===== src/rtl/axi_lite_pkg.sv =====
// Shared AXI4-Lite definitions: response codes, protection width and the
// read-arbiter state encoding.
package axi_lite_pkg;

   localparam int unsigned PROT_W = 3;

   localparam logic [1:0] RESP_OKAY   = 2'b00;
   localparam logic [1:0] RESP_EXOKAY = 2'b01;
   localparam logic [1:0] RESP_SLVERR = 2'b10;
   localparam logic [1:0] RESP_DECERR = 2'b11;

   typedef enum logic [1:0] {
      IDLE,
      ADDR,
      DATA
   } state_e;

endpackage


===== src/rtl/rr_pick.sv =====
// Combinational round-robin picker: returns the first asserted request at or
// after ptr, wrapping modulo NUM_REQ.
module rr_pick #(
   parameter int unsigned NUM_REQ = 4,
   parameter int unsigned IDX_W   = (NUM_REQ > 1) ? $clog2(NUM_REQ) : 1
) (
   input  logic [NUM_REQ-1:0] req,
   input  logic [IDX_W-1:0]   ptr,
   output logic               found,
   output logic [IDX_W-1:0]   idx
);

   logic [IDX_W:0] sum;

   // Walk offsets from farthest to nearest so the nearest hit is written last.
   always_comb begin
      found = 1'b0;
      idx   = '0;
      sum   = '0;
      for (int k = NUM_REQ - 1; k >= 0; k--) begin
         sum = {1'b0, ptr} + (IDX_W + 1)'(k);
         if (sum >= (IDX_W + 1)'(NUM_REQ)) begin
            sum = sum - (IDX_W + 1)'(NUM_REQ);
         end
         if (req[sum[IDX_W-1:0]]) begin
            found = 1'b1;
            idx   = sum[IDX_W-1:0];
         end
      end
   end

endmodule


===== src/rtl/axi_lite_read_arbiter.sv =====
// Round-robin arbiter sharing one AXI4-Lite read channel (AR + R) between
// NUM_REQ requesters, one outstanding transaction at a time.
module axi_lite_read_arbiter
   import axi_lite_pkg::*;
#(
   parameter int unsigned NUM_REQ = 4,
   parameter int unsigned ADDR_W  = 32,
   parameter int unsigned DATA_W  = 32
) (
   input  logic                      ACLK,
   input  logic                      ARESET,
   input  logic [NUM_REQ-1:0]        S_ARVALID,
   output logic [NUM_REQ-1:0]        S_ARREADY,
   input  logic [NUM_REQ*ADDR_W-1:0] S_ARADDR,
   input  logic [NUM_REQ*PROT_W-1:0] S_ARPROT,
   output logic [NUM_REQ-1:0]        S_RVALID,
   input  logic [NUM_REQ-1:0]        S_RREADY,
   output logic [DATA_W-1:0]         S_RDATA,
   output logic [1:0]                S_RRESP,
   output logic                      M_ARVALID,
   input  logic                      M_ARREADY,
   output logic [ADDR_W-1:0]         M_ARADDR,
   output logic [PROT_W-1:0]         M_ARPROT,
   input  logic                      M_RVALID,
   output logic                      M_RREADY,
   input  logic [DATA_W-1:0]         M_RDATA,
   input  logic [1:0]                M_RRESP
);

   localparam int unsigned      IDX_W = (NUM_REQ > 1) ? $clog2(NUM_REQ) : 1;
   localparam logic [IDX_W-1:0] LAST  = IDX_W'(NUM_REQ - 1);

   state_e              state_q, state_d;
   logic [IDX_W-1:0]    ptr_q, ptr_d;
   logic [IDX_W-1:0]    grant_q, grant_d;
   logic [ADDR_W-1:0]   addr_q, addr_d;
   logic [PROT_W-1:0]   prot_q, prot_d;
   logic                pick_found;
   logic [IDX_W-1:0]    pick_idx;
   logic                r_ready;

   rr_pick #(
      .NUM_REQ (NUM_REQ),
      .IDX_W   (IDX_W)
   ) u_pick (
      .req   (S_ARVALID),
      .ptr   (ptr_q),
      .found (pick_found),
      .idx   (pick_idx)
   );

   always_comb begin
      state_d   = state_q;
      ptr_d     = ptr_q;
      grant_d   = grant_q;
      addr_d    = addr_q;
      prot_d    = prot_q;
      S_ARREADY = '0;
      S_RVALID  = '0;
      M_ARVALID = 1'b0;
      r_ready   = 1'b0;

      unique case (state_q)
         IDLE: begin
            // Accept is combinational, so it must be masked while reset is held.
            if (pick_found && !ARESET) begin
               S_ARREADY[pick_idx] = 1'b1;
               grant_d             = pick_idx;
               addr_d              = S_ARADDR[pick_idx*ADDR_W +: ADDR_W];
               prot_d              = S_ARPROT[pick_idx*PROT_W +: PROT_W];
               state_d             = ADDR;
            end
         end
         ADDR: begin
            M_ARVALID = 1'b1;
            if (M_ARREADY) begin
               state_d = DATA;
            end
         end
         DATA: begin
            r_ready           = S_RREADY[grant_q];
            S_RVALID[grant_q] = M_RVALID;
            if (M_RVALID && r_ready) begin
               ptr_d   = (grant_q == LAST) ? '0 : grant_q + 1'b1;
               state_d = IDLE;
            end
         end
         default: state_d = IDLE;
      endcase
   end

   always_ff @(posedge ACLK or posedge ARESET) begin
      if (ARESET) begin
         state_q <= IDLE;
         ptr_q   <= '0;
         grant_q <= '0;
         addr_q  <= '0;
         prot_q  <= '0;
      end else begin
         state_q <= state_d;
         ptr_q   <= ptr_d;
         grant_q <= grant_d;
         addr_q  <= addr_d;
         prot_q  <= prot_d;
      end
   end

   assign M_RREADY = r_ready;
   assign M_ARADDR = addr_q;
   assign M_ARPROT = prot_q;
   assign S_RDATA  = M_RDATA;
   assign S_RRESP  = M_RRESP;

endmodule


===== config.mk =====
export PLATFORM = sky130hd
export DESIGN_NAME = axi_lite_read_arbiter
export DESIGN_NICKNAME = d
export VERILOG_FILES = /design/src/rtl/axi_lite_pkg.sv /design/src/rtl/rr_pick.sv /design/src/rtl/axi_lite_read_arbiter.sv
export SDC_FILE = /design/constraint.sdc
export NUM_CORES = 1
export LEC_CHECK = 0
export CAP_MARGIN = 10
export CORE_AREA = 2 2 103 105
export CTS_CLUSTER_SIZE = 24
export DETAILED_ROUTE_END_ITERATION = 12
export DIE_AREA = 0 0 105 107
export PLACE_DENSITY = 0.78
export SETUP_SLACK_MARGIN = 0.4
export SLEW_MARGIN = 10
export SYNTH_ARGS = -nofsm -noshare
export SYNTH_HDL_FRONTEND = slang
export SYNTH_SLANG_ARGS = --single-unit

===== constraint.sdc =====
create_clock -name ACLK -period 4.5 [get_ports ACLK]
set_clock_uncertainty 0.05 [all_clocks]
set_input_delay 0.675 -clock ACLK [delete_from_list [all_inputs] [get_ports ACLK]]
set_output_delay 0.675 -clock ACLK [all_outputs]
set_load 0.03 [all_outputs]

==> impl_metrics.tcl, run 1 <==
set metrics [dict create \
    synth_xor_area_share_pct 0 \
    io_buffers 196 \
    synthMuxAreaShare_pct 12.5 \
    clock_latency_ns 0.29 \
    clock_sinks 41 \
    viasPerCell 5.09 \
    yosysSeqAreaShare_pct 33.4 \
    max_cap_viol_count 0 \
    crit_path_max_incr_delay_ns 0.69 \
    clk_pin_slew_ns 0.07 \
    numCtsBuffers 5 \
    place_hpwl_um 7690 \
    row_count 37 \
    period_share_pct 83.1 \
    synth-seq-cells 41 \
    power_density_nw_per_um2 536 \
    routabilityCongestion 0.775 \
    yosys.area_share.simple_pct 8.56 \
    grt.overflow.total 0 \
    dr.first_iter.drc_count 89 \
    antenna_found_initial 0 \
    synthArstFlopShare_pct 100 \
    multi_input_area_sq_um 1580 \
    dieArea_sq_um 11200 \
    synth-main-ff-cell "dfrtp_1" \
    slowest_stage "clkdlybuf4s50_1" \
    dr.pass1.iters 4 \
    hold_class "flip-flop to flip-flop" \
    synthAdderAreaFrac_pct 1.63 \
    syn_to_final_growth_pct 58.9 \
    worstSetupPathType "input port to output port" \
    yosysWarnings 0 \
    n_antenna_cell 0 \
    fill_cells 972 \
    cts_resized 0 \
    clockBufferDepth 2 \
    seqCellArea_sq_um 1030 \
    status "completed" \
    layout-drive-gt1-share_pct 12.2 \
    synth_compound_area_share_pct 28.5 \
    clock.fmax_mhz 267 \
    fp.dieH_um 107 \
    power.leakage_nw 1.96 \
    grt_pass1_wl_um 15600 \
    start_util_pct 30.4 \
    cts_hold_buf 0 \
    startpoint_type "input port" \
    synth_top_family_by_area "compound AO/OA/AOI/OAI gates" \
    final-setup-viol-count 0 \
    grt_pass1_vias 3154 \
    cts_tree "done" \
    crit_path_frequent_cell "clkdlybuf4s50_1" \
    clockRootBuffer "clkbuf_8" \
    nNetsFinal 635 \
    tightest_slew_ns 1.06 \
    die_w_um 105 \
    cts_max_level 2 \
    grt_max_degree 42 \
    postSynthAreaPerCell_sq_um 10.4 \
    synth_edf_count 0 \
    wl_per_cell_um 17.5 \
    wl_um 10200 \
    crit_arrival_ns 3.01 \
    drc 0 \
    hold_viol_final 0 \
    cp-end-kind "output port" \
    relSlewSlack_pct 29.5 \
    rsz0062_at_grt "false" \
    drv_slew 0 \
    synth_cells 295 \
    num_vias 2955 \
    core_sq_um 10100 \
    tns_ns 0 \
    path_cells "clkdlybuf4s50_1 -> nor3_1 -> o31a_2 -> and3_1 -> clkdlybuf4s50_1" \
    ios 265 \
    drt.antenna.violating_nets 0 \
    cp_data_required_time_ns 3.77 \
    grtUsageTotal_pct 17.4 \
    synth_fp_nets 485 \
    cp_max_fo 21 \
    final_util_pct 48.3 \
    postCtsSetupBuffers 0 \
    ys_types 38 \
    ir_drop_mv 0.230 \
    syn_area_sq_um 3070 \
    min_period_ns 3.74 \
]
[layer usage]
layer  track usage (%)  vias to the layer above  share of wire, %
met4              4.86                        0               1.3
met3              6.08                       14               9.5
met5                 0                        -                 0
li1                  -                     1382                 -
met2              33.0                      156                53
met1              17.9                     1403                37
[cell usage in the layout, fill, tap and decap left out, types with 2 or more instances in the layout]
master           netlist  routed
o22ai_2                2       2
o21a_1                 2       2
inv_1                  5       4
clkdlybuf4s50_1        0     195
clkbuf_8               0       5
buf_4                 41       7
o22ai_1               35      35
o21ai_0                3       3
nor2b_1                2       2
a21oi_1                3       3
nor2_1                37      37
a221oi_1               5       5
ha_1                   4       4
dfrtp_1               41      41
a221oi_2              30      30
and3_1                 6       6
nor3_1                 2       2
mux2i_1               35      35
nand2b_1               3       3
nand2_1                4       4
[report_power, final]
| group | switching (W) | leakage [nW] | internal (W) | total, W |
|---|---|---|---|---|
| clock | 0.000122 | 0.0399 | 0.000102 | 0.000224 |
| sequential | 0.000123 | 0.469 | 0.000554 | 0.000677 |
| combinational | 0.000968 | 1.45 | 0.000746 | 0.00171 |
[area by class of cell]
type	count	area share, %
timing repair buffer	202	41.1
multi-input combinational	190	32.4
sequential	41	21.0
tap	136	3.49
clock buffer	5	1.41
inverter	5	0.385
clock inverter	1	0.103
[worst max-delay path, delay by kind of cell]
family / cells / cell delay [ns]
simple gates: 2 / 0.64
buf+inv: 2 / 1.12
compound gates: 1 / 0.57
[synthesized netlist by cell type (3+ instances only)]
library cell  count  area share, %
a21oi_1           3           0.49
buf_2             5           0.82
o21ai_0           3           0.49
nand2_1           4           0.49
buf_6             8            2.9
dfrtp_1          41             33
mux2i_1          35             11
buf_4            41             10
clkbuf_1          4           0.49
a221oi_2         30             15
inv_1             5           0.61
o22ai_1          35            7.1
ha_1              4            1.6
a221oi_1          5            1.4
nor2_1           37            4.5
nand2b_1          3           0.61
and3_1            6            1.2
[registers in the layout, indices dropped and copies added, names as in the netlist]
| signal | flops |
|---|---|
| grant_q | 2 |
| M_ARPROT | 3 |
| ptr_q | 2 |
| state_q | 2 |
| M_ARADDR | 32 |
[through the flow]
stage	cell area (sq um)	power, W	hold WS (ns)	setup slack (ns)	cells
floorplan	3070	0.00183	0.421	1.63	295
global placement	4800	0.00237	0.455	0.733	574
detailed placement	4800	0.00241	0.468	0.741	574
CTS	4870	0.00264	0.485	0.724	580
global route	4870	0.00278	0.510	0.634	580
finish	4870	0.00261	0.478	0.760	580
[final timing paths]
check / slack [ns] / from / to / cells past startpoint
max: 0.76 / ARESET / S_ARREADY[3] / 5
min: 0.48 / M_ARADDR[13] / M_ARADDR[13] / 2
max reg2reg: 2.20 / ptr_q[1] / M_ARADDR[15] / 5
min reg2reg: 0.48 / M_ARADDR[13] / M_ARADDR[13] / 2
max in group asynchronous: 2.98 / ARESET / M_ARADDR[1] / 2
min in group asynchronous: 0.88 / ARESET / state_q[0] / 2
[kinds of logic (layout without fill, tap and decap cells)]
kind of cell,Yosys count,after routing
AO/OA/AOI/OAI,90,90
buffers and inverters,64,213
AND/OR/NAND/NOR,59,59
flip-flops,41,41
multiplexers,37,37
adder cells (fa/ha/maj),4,4
(Power assumes the default switching activity.)
==> run 2, diff against run 1 <==
CORE_AREA = not set   (was 2 2 103 105)
CORE_ASPECT_RATIO = 1.5   (was not set)
CORE_MARGIN = 2   (was not set)
CORE_UTILIZATION = 29   (was not set)
DIE_AREA = not set   (was 0 0 105 107)
clock period = 3.4 ns   (was 4.5 ns; I/O delays follow)
==> impl_metrics.tcl, run 2 (synthesized netlist as in run 1, its figures left out) <==
set metrics [dict create \
    status "completed" \
    clockRootBuffer "clkbuf_16" \
    grt.overflow.total 0 \
    cp-end-kind "output port" \
    drv_slew 0 \
    grt_pass1_vias 3094 \
    period_share_pct 84.7 \
    cts_resized 1 \
    crit_path_frequent_cell "buf_4" \
    core_sq_um 10400 \
    final_cell_mix "192 x clkdlybuf4s50_1, 41 x dfrtp_1, 37 x nor2_1" \
    cts_max_level 2 \
    row_count 46 \
    layout-drive-gt1-share_pct 12.5 \
    mostFrequentLayoutCell "clkdlybuf4s50_1" \
    hold_class "flip-flop to flip-flop" \
    ir_drop_mv 0.331 \
    final-setup-viol-count 0 \
    num_vias 2985 \
    nNetsFinal 636 \
    die_w_um 88.0 \
    wl_per_cell_um 17.9 \
    drt.antenna.violating_nets 0 \
    crit_path_max_incr_delay_ns 0.64 \
    slowest_stage "clkdlybuf4s50_1" \
    clk_pin_slew_ns 0.06 \
    tns_ns 0 \
    cts_hold_buf 0 \
    dr.pass1.iters 4 \
    ios 265 \
    numCtsBuffers 5 \
    n_antenna_cell 0 \
    final_util_pct 47.7 \
    rsz0062_at_grt "false" \
    wl_um 10600 \
    io_buffers 196 \
    postCtsSetupBuffers 0 \
    grt_max_degree 42 \
    largest_register_ffs 32 \
    power_density_nw_per_um2 736 \
    cts_tree "done" \
    routabilityCongestion 0.821 \
    dieArea_sq_um 11400 \
    clock.fmax_mhz 347 \
    cp_data_required_time_ns 2.84 \
    start_util_pct 29.4 \
    hold_viol_final 0 \
    crit_arrival_ns 2.32 \
    clock_latency_ns 0.28 \
    power.total_w 0.00366 \
    syn_to_final_growth_pct 62.1 \
    startpoint_type "input port" \
    dr.first_iter.drc_count 122 \
    worstSetupPathType "input port to output port" \
    grt_pass1_wl_um 15700 \
    clock_sinks 41 \
    cp_max_fo 16 \
    power.leakage_nw 2.00 \
    grtUsageTotal_pct 18.2 \
    min_period_ns 2.88 \
    drc 0 \
    tightest_slew_ns 1.05 \
    path_cells "clkdlybuf4s50_1 -> a21boi_1 -> o22ai_2 -> a21oi_4 -> buf_4 -> and3_1 -> buf_4" \
    clockBufferDepth 2 \
    relSlewSlack_pct 30.2 \
    fp.dieH_um 130 \
    viasPerCell 5.05 \
    max_cap_viol_count 0 \
    antenna_found_initial 0 \
    place_hpwl_um 7890 \
]
run 2: final cells by class:
type,count,area [sq um]
Inverter,5,18.8
Tap cell,144,180
Clock buffer,8,136
Sequential cell,41,1030
Fill cell,1011,5440
Timing Repair Buffer,203,2030
Multi-Input combinational cell,190,1580
run 2: worst max-delay path, delay by kind of cell:
| family | cells | cell delay [ns] |
|---|---|---|
| buffers and inverters | 3 | 1.10 |
| AOI/OAI and AO/OA | 3 | 0.50 |
| and+or+nand+nor | 1 | 0.20 |
run 2: path summary, 6_finish.rpt:
| check | startpoint | to | slack (ns) | depth (start not counted) |
|---|---|---|---|---|
| setup / recovery | S_ARVALID[1] | S_ARREADY[1] | 0.52 | 7 |
| hold / removal | ptr_q[0] | ptr_q[0] | 0.47 | 2 |
| setup reg to reg | ptr_q[1] | M_ARADDR[2] | 1.08 | 7 |
| hold reg to reg | ptr_q[0] | ptr_q[0] | 0.47 | 2 |
| max in group asynchronous | ARESET | M_ARADDR[5] | 1.98 | 2 |
| min in group asynchronous | ARESET | grant_q[1] | 0.73 | 2 |
run 2: per-layer routing:
metal,share of wire [%],global-route usage (%),vias to the layer above
met3,6.4,4.11,28
met2,56,35.2,131
met1,34,18.2,1438
li1,-,-,1388
met4,2.9,7.15,0
met5,0,0,-
run 2: stage by stage:
step | cell area, sq um | instances | setup WS [ns] | hold slack, ns
6_report | 4970 | 591 | 0.520 | 0.468
5_1_grt | 4970 | 591 | 0.411 | 0.495
4_1_cts | 4970 | 591 | 0.514 | 0.473
3_5_place_dp | 4840 | 583 | 0.357 | 0.461
3_3_place_gp | 4840 | 583 | 0.417 | 0.443
2_1_floorplan | 3070 | 295 | 0.856 | 0.421
run 2: power breakdown:
group | switching (W) | internal [W] | leakage (nW)
Sequential | 0.000167 | 0.000735 | 0.469
Combinational | 0.00129 | 0.00100 | 1.47
Clock | 0.000188 | 0.000273 | 0.0652
==> run 3, diff against run 2 <==
CORE_ASPECT_RATIO = not set   (was 1.5)
CORE_UTILIZATION = 32   (was 29)
PLACE_DENSITY = 0.81   (was 0.78)
clock period = 2.75 ns   (was 3.4 ns; I/O delays follow)
==> impl_metrics.tcl, run 3 (synthesized netlist as in run 1, its figures left out) <==
set metrics [dict create \
    status "completed" \
    rsz0062_at_grt "false" \
    relSlewSlack_pct 58.8 \
    tightest_slew_ns 0.618 \
    grt_pass1_vias 3331 \
    start_util_pct 33.0 \
    die_w_um 102 \
    cts_tree "done" \
    power.share.clock_pct 11.4 \
    period_share_pct 83.1 \
    dr.first_iter.drc_count 74 \
    viasPerCell 5.13 \
    combPwrFrac_pct 63.9 \
    r2r_setup_slack_ns 0.59 \
    fp.dieH_um 102 \
    cp-end-kind "output port" \
    crit_arrival_ns 1.82 \
    clk_pin_slew_ns 0.09 \
    crit_buf_inv 2 \
    worstReg2RegEnd "M_ARADDR[7]" \
    whs_path_depth 2 \
    cp_max_fo 3 \
    grt.overflow.total 0 \
    cts_max_level 2 \
    path_delay_family "buffers and inverters" \
    row_count 35 \
    drt.antenna.violating_nets 0 \
    grtUsageTotal_pct 20.0 \
    worst_hold_slack_ns 0.480 \
    dieArea_sq_um 10400 \
    seq_power_share_pct 24.7 \
    crit_path_max_incr_delay_ns 0.49 \
    clock_latency_ns 0.28 \
    wl_um 10800 \
    hold_viol_final 0 \
    largest_register_ffs 32 \
    clockBufferDepth 2 \
    drc 0 \
    setup_slack_ns 0.464 \
    grt_max_degree 42 \
    slowest_stage "mux4_2" \
    holdPathEnd "M_ARADDR[1]" \
    intPower_w 0.00248 \
    power_density_nw_per_um2 896 \
    drv_slew 0 \
    path_cells "clkdlybuf4s50_1 -> mux4_2 -> and2_1 -> dlygate4sd2_1" \
    wl_per_cell_um 18.4 \
    power.total_w 0.00450 \
    dp_slack_ns 0.0275 \
    n_antenna_cell 0 \
    r2r_cells 8 \
    ir_drop_mv 0.338 \
    hp-start "M_ARADDR[1]" \
    postLayoutCellArea_sq_um 5020 \
    dr.pass1.iters 4 \
    tns_ns 0 \
    numCtsBuffers 5 \
    layout-drive-gt1-share_pct 15.8 \
    min_period_ns 2.29 \
    mostFrequentLayoutCell "clkdlybuf4s50_1" \
    swShare_pct 44.8 \
    worstSetupPathType "input port to output port" \
    num_vias 3004 \
    rr_startpoint "ptr_q[1]" \
    io_buffers 196 \
    nNetsFinal 646 \
    clockRootBuffer "clkbuf_8" \
    ios 265 \
    clock.fmax_mhz 437 \
    startpoint_type "input port" \
    switchingPower_w 0.00202 \
    place_hpwl_um 8310 \
    final-setup-viol-count 0 \
    grt_pass1_wl_um 16300 \
    power.leakage_nw 2.14 \
    place_area_sq_um 4870 \
    clock_sinks 41 \
    max_cap_viol_count 0 \
    final_cell_mix "184 x clkdlybuf4s50_1, 41 x dfrtp_1, 37 x nor2_1" \
    syn_to_final_growth_pct 63.7 \
    hold_class "flip-flop to flip-flop" \
    core_sq_um 9280 \
    antenna_found_initial 0 \
    routabilityCongestion 0.764 \
    cp_data_required_time_ns 2.29 \
]
==> run 3: how the worst max path moves through the flow <==
stage | slack [ns] | endpoint | cells past startpoint | startpoint
after global placement | 0.09 | S_ARREADY[2] | 6 | S_ARVALID[0]
after floorplan | 0.40 | S_ARREADY[2] | 7 | S_ARVALID[1]
after CTS | 0.38 | S_ARREADY[2] | 6 | S_ARVALID[1]
final | 0.46 | M_RREADY | 4 | S_RREADY[2]
after detailed placement | 0.03 | M_ARADDR[7] | 8 | S_ARVALID[1]
after global routing | 0.41 | S_ARREADY[1] | 6 | ptr_q[1]
==> run 3: layout make-up <==
class | instances | area (sq um)
inverter | 5 | 18.8
tap | 129 | 161
fill | 844 | 4260
timing repair buffer | 213 | 2110
multi-input combinational | 190 | 1590
clock inverter | 1 | 30.0
clock buffer | 7 | 86.3
sequential | 41 | 1030
==> run 3: layer usage <==
| layer | global-route usage [%] | part of all wire [%] | vias to the layer above |
|---|---|---|---|
| met5 | 0 | 0 | - |
| met4 | 6.26 | 1.8 | 0 |
| met3 | 5.27 | 8.9 | 20 |
| met2 | 37.3 | 52 | 158 |
| met1 | 22.0 | 37 | 1426 |
| li1 | - | - | 1400 |
==> run 3: power by group through the flow <==
stage / combinational [W] / sequential [W] / clock [W]
2_1_floorplan: 0.00140 / 0.00159 / 0
3_3_place_gp: 0.00280 / 0.00111 / 0
3_5_place_dp: 0.00286 / 0.00112 / 0
4_1_cts: 0.00290 / 0.00111 / 0.000533
5_1_grt: 0.00310 / 0.00115 / 0.000561
6_report: 0.00288 / 0.00111 / 0.000512
==> run 3: tightest hold or removal path: cells and delay by family, from the launching register on <==
kind	cells	cell delay (ns)
DFF	1	0.35
and+or+nand+nor	1	0.05
AOI/OAI and AO/OA	1	0.09
==> run 3: repair_timing <==
action,in CTS,in global routing
resized for setup,10,8
buffers inserted,2,0
gates cloned,0,0
pin swaps,0,0
hold buffers,0,0
setup endpoints to repair,31,13
==> run 3: metrics by stage <==
stage | util [%] | instances
after floorplan | - | 295
after global placement | 52.4 | 576
after detailed placement | 52.4 | 576
after CTS | 54.0 | 586
after global routing | 54.1 | 586
final | 54.1 | 586
